**src/rtl/bus_breakout_seq.sv**
```systemverilog
// bus_breakout_seq: nibble-pair sequencer into a valid/ready 6-bit merged word; optional out_parity via BUS_BREAKOUT_SEQ_PARITY_EN
module bus_breakout_seq #(
    parameter int CNT_W = 8
) (
    input  logic             clk,
    input  logic             rst_n,
    input  logic             in_valid,
    input  logic [3:0]       in_data,
    output logic             in_ready,
    input  logic             flush,
    output logic             out_valid,
    output logic [5:0]       out_data,
    input  logic             out_ready,
    output logic             out_partial,
`ifdef BUS_BREAKOUT_SEQ_PARITY_EN
    output logic [CNT_W-1:0] word_count,
    output logic             out_parity
`else
    output logic [CNT_W-1:0] word_count
`endif
);
    typedef enum logic [1:0] {S_LO, S_HI, S_OUT} state_t;
    state_t state, state_nxt;
    logic [3:0] lo;
    logic [3:0] hi;
    logic [5:0] merged;
    logic in_hs;
    logic out_hs;
    assign out_valid = state == S_OUT;
    assign out_hs = out_valid && out_ready;
    assign in_hs = in_valid && in_ready;
    assign hi = in_hs ? in_data : 4'h0;
    assign merged = {hi[3:2], hi[1] & lo[3], hi[0] & lo[2], lo[1:0]};
    always_comb begin
        in_ready = rst_n && (state != S_OUT || out_ready);
        state_nxt = state;
        if (state == S_LO)
            state_nxt = in_hs ? S_HI : S_LO;
        else if (state == S_HI)
            state_nxt = (in_hs || flush) ? S_OUT : S_HI;
        else if (out_hs)
            state_nxt = in_hs ? S_HI : S_LO;
    end
    always_ff @(posedge clk) begin
        if (!rst_n)
            state <= S_LO;
        else
            state <= state_nxt;
    end
    // A flush reuses the merge path with hi forced to zero (hi is 0 when no nibble is taken)
    always_ff @(posedge clk) begin
        if (!rst_n) begin
            lo          <= 4'h0;
            out_data    <= 6'h00;
            out_partial <= 1'b0;
            word_count  <= '0;
        end else begin
            if (in_hs && state != S_HI)
                lo <= in_data;
            if (state == S_HI && (in_hs || flush)) begin
                out_data    <= merged;
                out_partial <= !in_hs;
            end
            if (out_hs)
                word_count <= word_count + 1'b1;
        end
    end
`ifdef BUS_BREAKOUT_SEQ_PARITY_EN
    always_ff @(posedge clk) begin
        if (!rst_n)
            out_parity <= 1'b0;
        else if (state == S_HI && (in_hs || flush))
            out_parity <= ^merged;
    end
`endif
endmodule

```
**config.mk**
```make
export PLATFORM = sky130hd
export DESIGN_NAME = bus_breakout_seq
export DESIGN_NICKNAME = d
export VERILOG_FILES = /design/src/rtl/bus_breakout_seq.sv
export SDC_FILE = /design/constraint.sdc
export NUM_CORES = 1
export LEC_CHECK = 0
export ABC_CLOCK_PERIOD_IN_PS = 4100
export CAP_MARGIN = 20
export CORE_UTILIZATION = 45
export DETAILED_ROUTE_END_ITERATION = 7
export DONT_BUFFER_PORTS = 1
export PLACE_DENSITY = 0.65
export SKIP_LAST_GASP = 1
export SLEW_MARGIN = 20
export SYNTH_ARGS = -nofsm -noshare
export SYNTH_HDL_FRONTEND = slang
export SYNTH_SLANG_ARGS = --single-unit
```
**constraint.sdc**
```tcl
create_clock -name clk -period 4.1 [get_ports clk]
set_clock_uncertainty 0.05 [all_clocks]
set_input_delay 0.41 -clock clk [delete_from_list [all_inputs] [get_ports clk]]
set_output_delay 0.41 -clock clk [all_outputs]
set_load 0.02 [all_outputs]
```
==> flow_metrics.tcl <==
set metrics [dict create \
    status "finished clean" \
    h-tree-depth 1 \
    clock-root-buffer "clkbuf_4" \
    synth_top_area_cell "dfxtp_1" \
    cp_num_buf_inv 0 \
    wirelength_um 1825 \
    viasPerCell 6.162 \
    grt_overflow_total 0 \
    nets 116 \
    die_area_um2 2231 \
    critPathArrivalTime_ns 1.39 \
    path_class "reg -> out" \
    yosys-top-cells-area "dfxtp_1 (46%), a21oi_1 (9.2%), o21ai_0 (4.9%)" \
    cts_sinks 21 \
    ir_drop_v 0.0001853 \
    rows 15 \
    syn_inst 106 \
    p_leak_nw 0.3152 \
    ys_ff_latch 21 \
    ctsResizeCount 0 \
    pin_count 26 \
    initial_utilization 0.5058 \
    fmax_ghz 0.5413 \
    areaGrowthSynthToFinish_pct 3.804 \
    critPathCaptureType "primary output" \
    cpMaxStageDelayCell "dfxtp_1" \
    worst_slew_pin_slew_ns 0.6517 \
    die_w_um 47.24 \
    core-area_um2 1821 \
    grt_pass1_vias 709 \
    netlist_area_um2 920.9 \
    globalplace.congestion 0.7429 \
    synth.top_cell.area_share 0.4565 \
    firstDrtPassIters 4 \
    setup_viol 0 \
    clk_pin_slew_ns 0.11 \
    cts_tree "done" \
    cts_buffers 3 \
    grt_setup_unrepaired "false" \
    slew_headroom 0.5651 \
    antenna_cells 0 \
    synth_cell_types 28 \
    wire_per_inst_um 14.04 \
    synth.most_common_cell "dfxtp_1" \
    crit_family "simple AND/OR/NAND/NOR gates" \
    port_buffers 0 \
    drc 0 \
    power_uw 350.2 \
    ys_seq_area_frac 0.4565 \
    synth.net_count 116 \
    die_h_um 47.24 \
    dr.first_iter.drc_count 16 \
    yosys_warnings 0 \
    powerDensity_nw_per_um2 366.4 \
    worstPathRequired_ns 3.64 \
    grt_first_pass_wirelength_um 3105 \
    cpPeakStageDelay_ns 0.44 \
    grtUsageTotal 0.1997 \
    antenna_found_initial 0 \
    cts_setup_buffers 0 \
    drv_cap 0 \
    hold_viol_final 0 \
    whs_ns 0.1376 \
    grt_max_degree 23 \
    layout-drive-gt1-share 0.06667 \
    nFillCells 187 \
    ant_nets 0 \
    clk_latency_ns 0.30 \
    dp.final_hpwl_um 1316 \
    critPathLaunchType "register" \
    layout_min_cycle_time_ns 1.847 \
    synth_flop_cell "dfxtp_1" \
    fin_tns_setup_ns 0 \
    synth_edf_count 0 \
    crit_chain "nor3b_2, nor2_1" \
    via_count 801 \
    async_flop_share 0 \
    post-route-period-util 0.4506 \
    worst-path-max-fanout 8 \
    hold_path.class "in -> reg" \
    cts_max_path_buffers 2 \
    cts_hold_buf 0 \
    synth.avg_cell_area_um2 8.688 \
    finalMaxSlewViolations 0 \
    synth_common_cells "dfxtp_1 (21), a21oi_1 (17), o21ai_0 (9), nand4_1 (7), nor2_1 (7)" \
]
## power by group
group	leakage, nW	internal, mW	switching [mW]	total (mW)
combinational	0.130	0.0111	0.0224	0.0335
sequential	0.170	0.210	0.00874	0.219
clock	0.0150	0.0379	0.0598	0.0977
## sequential cells by signal, summed over array words and instances (netlist names)
name and count:
state 2, out_partial 1, out_data 6, lo 4, word_count 8
## path summary, 6_finish.rpt
path	cells after the start	to	slack (ns)	start
setup / recovery	2	in_ready	2.25	state[1]
hold / removal	1	out_partial	0.14	in_valid
setup reg to reg	3	word_count[7]	2.51	word_count[2]
hold reg to reg	2	lo[3]	0.43	lo[3]
## final cells by class
| type | count | area [um^2] | area share |
|---|---|---|---|
| multi-input cells | 78 | 470.5 | 0.4921 |
| well taps | 25 | 31.28 | 0.03272 |
| inverters | 2 | 7.507 | 0.007853 |
| clock buffers | 4 | 26.28 | 0.02749 |
| flip-flops and latches | 21 | 420.4 | 0.4398 |
## through the flow
stage               setup WS, ns  std cells  utilization  area [um^2]
CTS                        2.243        130       0.5251        955.9
detailed placement         2.503        126       0.5107        929.6
finish                     2.253        130       0.5251        955.9
global route               2.097        130       0.5251        955.9
floorplan                  2.675        106            -        920.9
global placement           2.513        126       0.5107        929.6
## per-layer routing
layer / part of all wire / routed length (um) / global-route usage
met1: 0.49 / 894 / 0.2740
met2: 0.43 / 793 / 0.2849
met3: 0.061 / 112 / 0.05385
met4: 0.014 / 25 / 0.1029
met5: 0 / 0 / 0
## placed cells by master, fill, tap and decap left out, drive strengths merged
cell    instances
a21oi          17
o21ai           9
nand3           4
ha              1
xor2            2
inv             2
or3b            1
a22oi           1
or3             3
nand3b          1
and2b           1
nor3b           1
or4             4
o221ai          1
clkbuf          4
nand4b          1
o31ai           6
nor2            7
mux2i           1
nand2           5
and2            1
a21o            1
dfxtp          21
nand4           7
a211oi          1
nand2b          2
## kinds of logic after synthesis
family	after synthesis	synth area share
flops	21	0.4565
mux	1	0.01087
compound gates	36	0.2242
fa+ha+maj	1	0.01358
simple gates	38	0.2432
buf+inv	7	0.03261
xor+xnor	2	0.01903
No activity file was read; power rests on OpenSTA's default activity.
